**config.mk**
```make
export PLATFORM = sky130hd
export DESIGN_NAME = ast_mac_pe
export DESIGN_NICKNAME = d
export VERILOG_FILES = /design/src/rtl/ast_mac_pkg.sv /design/src/rtl/ast_sat_add.sv /design/src/rtl/ast_mac_pe.sv
export SDC_FILE = /design/constraint.sdc
export NUM_CORES = 1
export LEC_CHECK = 0
export ABC_AREA = 1
export CORE_ASPECT_RATIO = 2
export CORE_MARGIN = 8
export CORE_UTILIZATION = 30
export CTS_BUF_LIST = sky130_fd_sc_hd__clkbuf_8
export DETAILED_ROUTE_END_ITERATION = 10
export PLACE_DENSITY = 0.56
export SYNTH_ARGS = -nofsm -noshare
export SYNTH_HDL_FRONTEND = slang
export SYNTH_HIERARCHICAL = 1
export SYNTH_SLANG_ARGS = --single-unit
```
**constraint.sdc**
```tcl
create_clock -name clk -period 8.65 [get_ports clk]
set_input_delay 0.865 -clock clk [delete_from_list [all_inputs] [get_ports clk]]
set_output_delay 0.865 -clock clk [all_outputs]
set_load 0.01 [all_outputs]
```
**src/rtl/ast_mac_pkg.sv**
```systemverilog
// Shared types and saturation-bound helpers for the ast_mac_pe systolic PE.
package ast_mac_pkg;

  typedef enum logic {
    IDLE  = 1'b0,
    ACCUM = 1'b1
  } state_t;

  // Helpers work on a wide container; callers slice the low 'width' bits.
  localparam int SAT_FN_W = 128;

  function automatic logic [SAT_FN_W-1:0] sat_max(input int width, input bit is_signed);
    logic [SAT_FN_W-1:0] one;
    one = {{(SAT_FN_W-1){1'b0}}, 1'b1};
    if (is_signed) return (one << (width - 1)) - one;
    else           return (one << width) - one;
  endfunction

  // Signed minimum is the 100..0 pattern once sliced to 'width' bits.
  function automatic logic [SAT_FN_W-1:0] sat_min(input int width, input bit is_signed);
    logic [SAT_FN_W-1:0] one;
    one = {{(SAT_FN_W-1){1'b0}}, 1'b1};
    if (is_signed) return one << (width - 1);
    else           return '0;
  endfunction

endpackage

```
**src/rtl/ast_sat_add.sv**
```systemverilog
// Combinational W-bit adder with one guard bit, optional clamp, overflow flag.
module ast_sat_add
  import ast_mac_pkg::*;
#(
  parameter int W        = 40,
  parameter int SIGNED   = 1,
  parameter int SATURATE = 1
) (
  input  logic [W-1:0] a,
  input  logic [W-1:0] b,
  output logic [W-1:0] sum,
  output logic         ovf
);

  localparam logic [SAT_FN_W-1:0] MAX_FULL = sat_max(W, SIGNED != 0);
  localparam logic [SAT_FN_W-1:0] MIN_FULL = sat_min(W, SIGNED != 0);
  localparam logic [W-1:0]        MAX_V    = MAX_FULL[W-1:0];
  localparam logic [W-1:0]        MIN_V    = MIN_FULL[W-1:0];

  logic [W:0] raw;

  // Add with guard bit; signed overflow when guard and msb disagree.
  always_comb begin
    raw = '0;
    ovf = 1'b0;
    sum = '0;
    if (SIGNED != 0) begin
      raw = {a[W-1], a} + {b[W-1], b};
      ovf = raw[W] ^ raw[W-1];
    end else begin
      raw = {1'b0, a} + {1'b0, b};
      ovf = raw[W];
    end
    if (ovf && (SATURATE != 0)) sum = ((SIGNED != 0) && raw[W]) ? MIN_V : MAX_V;
    else                        sum = raw[W-1:0];
  end

endmodule

```
**src/rtl/ast_mac_pe.sv**
```systemverilog
// Systolic MAC processing element: operand forwarding, pipelined multiply,
// saturating accumulate, and a per-column psum drain chain with one hold slot.
//
//   state | meaning
//   IDLE  | no dot product open; next product starts from zero
//   ACCUM | dot product open; products add onto acc
module ast_mac_pe
  import ast_mac_pkg::*;
#(
  parameter int DATAWIDTH = 16,
  parameter int ACCWIDTH  = 40,
  parameter int SIGNED    = 1,
  parameter int SATURATE  = 1
) (
  input  logic                 clk,
  input  logic                 reset,
  input  logic [DATAWIDTH-1:0] a_in,
  input  logic                 a_vld_in,
  input  logic                 a_last_in,
  input  logic [DATAWIDTH-1:0] b_in,
  input  logic                 b_vld_in,
  output logic [DATAWIDTH-1:0] a_out,
  output logic                 a_vld_out,
  output logic                 a_last_out,
  output logic [DATAWIDTH-1:0] b_out,
  output logic                 b_vld_out,
  input  logic                 drain_shift,
  input  logic [ACCWIDTH-1:0]  psum_in,
  input  logic                 psum_vld_in,
  output logic [ACCWIDTH-1:0]  psum_out,
  output logic                 psum_vld,
  output logic                 ovf,
  output logic                 res_lost
);

  localparam int PW = 2 * DATAWIDTH;

  state_t              state;
  logic [PW-1:0]       prod;
  logic [PW-1:0]       p_q;
  logic                p_vld;
  logic                p_last;
  logic [ACCWIDTH-1:0] ext;
  logic [ACCWIDTH-1:0] acc;
  logic [ACCWIDTH-1:0] base;
  logic [ACCWIDTH-1:0] result;
  logic                add_ovf;
  logic [ACCWIDTH-1:0] hold;
  logic                hold_vld;
  logic                fire;
  logic                issue;

  // Operand forwarding toward east/south neighbours, no stall.
  always_ff @(posedge clk) begin
    if (reset) begin
      a_out      <= '0;
      a_vld_out  <= 1'b0;
      a_last_out <= 1'b0;
      b_out      <= '0;
      b_vld_out  <= 1'b0;
    end else begin
      a_out      <= a_in;
      a_vld_out  <= a_vld_in;
      a_last_out <= a_last_in;
      b_out      <= b_in;
      b_vld_out  <= b_vld_in;
    end
  end

  assign fire = a_vld_out & b_vld_out;

  // Size casts before the multiply keep sign extension per the SIGNED mode.
  if (SIGNED != 0) begin : g_smul
    assign prod = PW'($signed(a_out)) * PW'($signed(b_out));
    assign ext  = ACCWIDTH'($signed(p_q));
  end else begin : g_umul
    assign prod = PW'(a_out) * PW'(b_out);
    assign ext  = ACCWIDTH'(p_q);
  end

  // Multiplier pipeline stage.
  always_ff @(posedge clk) begin
    if (reset) begin
      p_q    <= '0;
      p_vld  <= 1'b0;
      p_last <= 1'b0;
    end else begin
      p_q    <= prod;
      p_vld  <= fire;
      p_last <= fire & a_last_out;
    end
  end

  assign base  = (state == IDLE) ? '0 : acc;
  assign issue = p_vld & p_last;

  ast_sat_add #(
    .W        (ACCWIDTH),
    .SIGNED   (SIGNED),
    .SATURATE (SATURATE)
  ) u_sat_add (
    .a   (base),
    .b   (ext),
    .sum (result),
    .ovf (add_ovf)
  );

  // Accumulator FSM; acc left stale after a last term since IDLE ignores it.
  always_ff @(posedge clk) begin
    if (reset) begin
      state <= IDLE;
      acc   <= '0;
      ovf   <= 1'b0;
    end else if (p_vld) begin
      acc <= result;
      if (add_ovf) ovf <= 1'b1;
      state <= p_last ? IDLE : ACCUM;
    end
  end

  // Drain chain: shift beats hold beats a fresh result; one hold slot.
  always_ff @(posedge clk) begin
    if (reset) begin
      psum_out <= '0;
      psum_vld <= 1'b0;
      hold     <= '0;
      hold_vld <= 1'b0;
      res_lost <= 1'b0;
    end else if (drain_shift) begin
      psum_out <= psum_in;
      psum_vld <= psum_vld_in;
      if (issue) begin
        if (hold_vld) begin
          res_lost <= 1'b1;
        end else begin
          hold     <= result;
          hold_vld <= 1'b1;
        end
      end
    end else if (hold_vld) begin
      psum_out <= hold;
      psum_vld <= 1'b1;
      if (issue) hold <= result;
      else       hold_vld <= 1'b0;
    end else if (issue) begin
      psum_out <= result;
      psum_vld <= 1'b1;
    end
  end

endmodule
```
==> metrics, run 1 <==
outcome completed; Mapped Cells 2965; gr usage total 16.24%; total CTS buffers 17; Comb pwr share 55.1%; Worst slew margin 30.76%; WP buf/inv 4; placed instance count between 3000 and 4000; Data arrival, critical path 6910 ps; sequential share of power 27.8%; Least-Margin Pin Slew 1039 ps; crit path kind reg2reg; Synthesized Nets 3431; Pleak between 10 and 15 nW; Slew Limit Fails 0; CORE AREA around 70000 µm²; antenna viol nets, final 0; Pwr Total 0.003811 W; routed vias 18050; die area 79500 µm²; PostCTS Resize Cnt 0; CP Cell Sequence nand2_1, inv_1, fa_1, fa_1, fa_1, fa_1, inv_1, fa_1, fa_1, inv_1, ha_1, nand2_1, nor2_1, nand2_1, nor3_1, nand2_2, nand3_1, o21ai_1, clkinv_1, nor2_2; most frequent cells in the layout nand2_1 (743), inv_1 (684), fa_1 (263), dfxtp_1 (191), nor2_1 (183); Sw Share around 48%; Yosys reg bits 194; Yosys warning total 6; PortBufs 156; clock tree from TritonCTS yes; most common cell after layout, fill and taps aside nand2_1; Clock power frac 17.1%; Die H 390.8 µm; Routability Congestion around 0.93; Worst-path clk slew ~120 ps; row cnt between 100 and 150; Initial Util around 30%; Tmin final 6468 ps; Achievable Freq between 150 and 200 MHz; hold buffers post-CTS 0; Switch Pwr 0.001813 W; TNS Setup 0 ps; width of the chip 203.4 µm; Max VDD drop 0.1309 mV; vias in the first global route just under 20000; ys flop type dfxtp_1; clk_lat worst skew 550 ps; synthesized area 21070 µm²; DR DRC count 0; Req. time, crit path 9090 ps; sequential area share after synthesis 18.43%; final setup fails 0; max incr delay on CP 860 ps; EDFF count, synth 0; DP Wirelength approximately 51000 µm; fraction of layout cells with a size suffix above 1 4.321%; initial DRC count 788; clock sink count ~190; Cell variety after synth 41; HP Class reg2reg; Internal Pwr Total 0.001998 W; Setup crit end kind register; most used cell, CP fa_1; Syn-to-layout area delta 12.52%; global-route wire length before repair around 100000 µm; worst-path fanout max 17; vias per cell roughly 4.6; WL final 63190 µm; Post-synth ARST share 0%; initial antenna violation count 1; largest net degree at the start of global routing 115; GRT overflow 0; Ports 157; critical path's top delay family adder cells; RSZ-0062 raised after global routing no; syn_area_per_cell between 7 and 8 µm²; post-DR wirelength/cell 16.05 µm; max-cap violations 0; # nets final 3486; fillers 7624; Hold Fails Final Rpt 0; Period Utilization, post-route 74.78%; PwrDens 160.7 nW/µm²; CTS H-tree lvls 4; root buf cell clkbuf_8; Post-CTS Setup Inserts 0; 1st-pass router iterations 5; Slowest-stage cell, CP fa_1; clk_skew 27.60 ps; Longest Clk Path Bufs 2; hold slack 457.4 ps; fin cells 3936; CP startpoint kind register
power groups by stage:
stage	Combinational, W	Clock, W	Sequential, W
finish	0.00210	0.000650	0.00106
global route	0.00242	0.000718	0.00107
CTS	0.00213	0.000695	0.00106
detailed placement	0.00212	0	0.00108
global placement	0.00211	0	0.00108
floorplan	0.00155	0	0.00104
cell families after synthesis:
family / count (synthesis) / synth area share (%)
simple gates: 1067 / 20.64
xor+xnor: 27 / 1.122
fa+ha+maj: 387 / 32.35
buf+inv: 824 / 14.96
compound gates: 466 / 12.50
flops: 194 / 18.43
worst paths after layout:
| path | depth (start not counted) | slack [ps] | end | from |
|---|---|---|---|---|
| worst max-delay path | 20 | 2180 | p_q[31] | a_out[15] |
| worst min-delay path | 2 | 460 | hold[33] | hold[33] |
| worst max register to register | 20 | 2180 | p_q[31] | a_out[15] |
| worst min register to register | 2 | 460 | hold[33] | hold[33] |
layer usage:
| layer | wire length [µm] | share of wire [%] | GRT usage [%] | vias up |
|---|---|---|---|---|
| met1 | 23180 | 37 | 15.88 | 8397 |
| met5 | 0 | 0 | 0 | - |
| met3 | 2223 | 3.5 | 2.202 | 179 |
| li1 | - | - | - | 9034 |
| met2 | 34080 | 54 | 31.53 | 438 |
| met4 | 3707 | 5.9 | 9.921 | 0 |
sequential cells by signal, indices dropped and copies added, names as in the netlist:
register    cells
acc            40
b_vld_out       1
ovf             1
p_last          1
a_vld_out       1
state           1
b_out          16
hold           40
a_last_out      1
psum_out       40
p_vld           1
res_lost        1
a_out          16
hold_vld        1
p_q            32
psum_vld        1
stage by stage:
step | utilization (%) | setup WS [ps] | cell area, µm²
after floorplan | - | 3085 | 21070
after global placement | 33.49 | 2211 | 23310
after detailed placement | 33.49 | 2166 | 23310
after CTS | 34.07 | 2117 | 23710
after global routing | 34.07 | 1769 | 23710
final | 34.07 | 2182 | 23710
synthesized netlist by cell type (2+ instances only):
cell	n	area, µm²
nand2_1	745	2796
a21oi_2	6	52.55
a31oi_1	43	269.0
a21o_1	7	52.55
buf_6	5	56.30
and2_1	3	18.77
o211ai_1	41	307.8
o21ai_0	159	795.8
fa_1	263	5265
xor2_1	18	157.7
buf_2	6	30.03
o21bai_1	12	90.09
inv_1	684	2567
ha_1	124	1551
or2_2	5	31.28
nand2_2	26	162.7
inv_2	4	15.01
nor2_2	16	100.1
xnor2_1	9	78.83
nand3_2	5	50.05
nor2_1	183	686.9
buf_1	2	7.510
dfxtp_1	194	3884
o21ai_1	5	25.02
nor3_1	11	55.05
clkinv_1	2	7.510
o21a_1	11	82.58
nand3_1	42	210.2
a21oi_1	169	845.8
nand4_1	14	87.58
nand2_4	3	33.78
nand3b_1	10	75.07
o21ai_2	12	105.1
clkbuf_1	119	446.7
layout make-up:
cell class | count | area, µm² | share of cell area [%]
tap | 903 | 1130 | 4.765
multi-input combinational | 1947 | 14040 | 59.22
antenna | 1 | 2.502 | 0.01055
sequential | 194 | 3887 | 16.39
inverter | 690 | 2591 | 10.93
timing repair buffer | 170 | 1657 | 6.986
clock inverter | 14 | 168.9 | 0.7123
clock buffer | 17 | 234.0 | 0.9867
tightest hold or removal path: cells and delay by family, from the launching register on:
kind / cells / cell delay (ps)
AOI/OAI and AO/OA: 1 / 50
DFF: 1 / 310
buffers and inverters: 1 / 60
Note: power is estimated with default switching activity, not from simulation.
==> run 2, diff against run 1 <==
- clock period: 8.65 -> 6.2 ns (I/O delays scaled with it)
==> run 2 against run 1 <==
Effect of this change: sequential cell count unchanged; sequential share of layout area decreased by 0.19 points; setup slack got worse by 1800 ps; sequential power increased by 38%; non-clock buffer count increased by 38; final cell count increased by 0.99%; combinational power increased by 40%; clock skew decreased by 0.51 ps; total power increased by 40%; die area unchanged; design area increased by 1.3%; critical path type unchanged.
==> metrics, run 2 (synthesis gave the netlist of run 1 again) <==
global-route wire length before repair 101200 µm (was 102300 µm); CP startpoint kind register (unchanged); Ports 157 (unchanged); clk_lat worst skew 570 ps (was 550 ps); fillers 7554 (was 7624); # nets final 3524 (was 3486); fraction of layout cells with a size suffix above 1 5.633% (was 4.321%); clk_skew 27.09 ps (was 27.60 ps); most common cell after layout, fill and taps aside nand2_1 (unchanged); Cells on Worst Hold Path 2 (unchanged); 1st-pass router iterations 5 (unchanged); R2R depth 22 (was 20); cell area after layout 24010 µm² (was 23710 µm²); Max VDD drop 0.1828 mV (was 0.1309 mV); vias in the first global route 19470 (was 19570); placed cell area 23590 µm² (was 23310 µm²); total CTS buffers 17 (unchanged); row cnt 137 (unchanged); root buf cell clkbuf_8 (unchanged); PortBufs 156 (unchanged); Hold Fails Final Rpt 0 (unchanged); largest net degree at the start of global routing 85 (was 115); GRT overflow 0 (unchanged); Die H 390.8 µm (unchanged); Worst slew margin 28.51% (was 30.76%); DR DRC count 0 (unchanged); post-DR wirelength/cell 15.89 µm (was 16.05 µm); RR Startpoint a_out[8] (was a_out[15]); Setup crit end kind register (unchanged); GR Layer Usage met2 31.90% (was 31.53%); met3 GRT Util 2.177% (was 2.202%); HP Class reg2reg (unchanged); worst-path fanout max 10 (was 17); Least-Margin Pin Slew 1072 ps (was 1039 ps); Tmin final 5864 ps (was 6468 ps); antenna viol nets, final 0 (unchanged); hold slack 455.3 ps (was 457.4 ps); hold path start hold[27] (was hold[33]); Pleak 12.75 nW (was 12.54 nW); Worst-path clk slew 120 ps (about the same); RSZ-0062 raised after global routing no (unchanged); Period Utilization, post-route 94.58% (was 74.78%); most frequent cells in the layout nand2_1 (743), inv_1 (684), fa_1 (263), dfxtp_1 (188), nor2_1 (183) (was nand2_1 (743), inv_1 (684), fa_1 (263), dfxtp_1 (191), nor2_1 (183)); initial antenna violation count 1 (unchanged); biggest regs acc (40), hold (40), psum_out (40) (unchanged); die area 79500 µm² (unchanged); Sequential cell area 3891 µm² (was 3887 µm²); max-cap violations 0 (unchanged); Slew Limit Fails 0 (unchanged); Routability Congestion 0.9227 (was 0.9250); initial DRC count 846 (was 788); Pwr Total 0.005317 W (was 0.003811 W); busiest grt layer met2 (unchanged); Syn-to-layout area delta 13.94% (was 12.52%); gr usage total 16.21% (was 16.24%); multi-input logic area 14040 µm² (unchanged); r2r endpoint p_q[27] (was p_q[31]); routed vias 18160 (was 18050); met1 usage 15.29% (was 15.88%); clock tree from TritonCTS yes (unchanged); Req. time, crit path 6670 ps (was 9090 ps); Longest Clk Path Bufs 2 (unchanged); clock sink count 194 (unchanged); crit path kind reg2reg (unchanged); Initial Util 30.28% (unchanged); outcome completed (unchanged); width of the chip 203.4 µm (unchanged); hold worst-path end hold[27] (was hold[33]); TNS Setup 0 ps (unchanged); R2R Setup Slk 340 ps (was 2180 ps); Data arrival, critical path 6330 ps (was 6910 ps); hold buffers post-CTS 0 (unchanged); CTS H-tree lvls 4 (unchanged); PwrDens 221.4 nW/µm² (was 160.7 nW/µm²); CORE AREA 69590 µm² (unchanged); DP Wirelength 52290 µm (was 51370 µm); WL final 63170 µm (was 63190 µm); vias per cell 4.569 (was 4.585); final setup fails 0 (unchanged); Achievable Freq 170.5 MHz (was 154.6 MHz)
## run 2: cell types whose count changed in the layout (fill, tap and decap cells not counted), sizes merged
cell      before  now
clkbuf        17   20
bufinv         2    1
buf           16   54
clkinvlp       1    0
## run 2: area by class of cell
class	count	area share, %
inverters	690	10.79
clock inverters	12	0.5732
diodes	1	0.01042
clock buffers	20	1.146
multi-input cells	1947	58.48
flip-flops and latches	194	16.21
well taps	903	4.705
repair buffers	208	8.087
## run 2: routing by layer
metal | part of all wire [%] | routed length (µm)
met1 | 36 | 22490
met2 | 55 | 34550
met3 | 3.3 | 2076
met4 | 6.4 | 4047
met5 | 0 | 0
## run 2: critical path: stages (launching register included)
cell and delay [ps]:
dfxtp_1 610, buf_4 280, nand2_1 90, fa_1 520
inv_1 50, fa_1 490, fa_1 520, fa_1 510
fa_1 540, inv_1 50, fa_1 530, inv_1 40
ha_1 350, nand2_1 90, inv_1 80, nand2_1 130
nor3_1 290, buf_4 180, nand3_1 70, nand3_1 120
nand2_1 80, nand2_1 60, nor2_1 70
## run 2: worst max-delay path by stage
stage	from	endpoint	slack (ps)	depth (start not counted)
after floorplan	b_out[5]	p_q[30]	630	20
after global placement	a_out[15]	p_q[31]	290	21
after detailed placement	a_out[15]	p_q[31]	190	21
after CTS	a_out[15]	p_q[31]	170	21
after global routing	b_out[1]	p_q[31]	50	21
final	a_out[8]	p_q[27]	340	22
## run 2: report_power, final
part	leakage, nW	total [W]	internal [W]	switching, W
registers	1.59	0.00146	0.00136	0.0000936
logic	10.9	0.00295	0.00107	0.00187
clock network	0.215	0.000911	0.000367	0.000544
total	12.7	0.00532	0.00281	0.00251
## run 2: per-stage QoR
step | util (%) | setup slack [ps] | cells
3_3_place_gp | 33.90 | 292.3 | 3942
3_5_place_dp | 33.90 | 193.3 | 3942
4_1_cts | 34.49 | 166.3 | 3974
5_1_grt | 34.50 | 47.08 | 3975
6_report | 34.50 | 335.8 | 3975
2_1_floorplan | - | 634.6 | 2965
## run 2: what timing repair did
item / 4_1_cts / 5_1_grt
setup buffers: 0 / 0
resized for setup: 0 / 3
endpoints found under the setup margin: 0 / 5
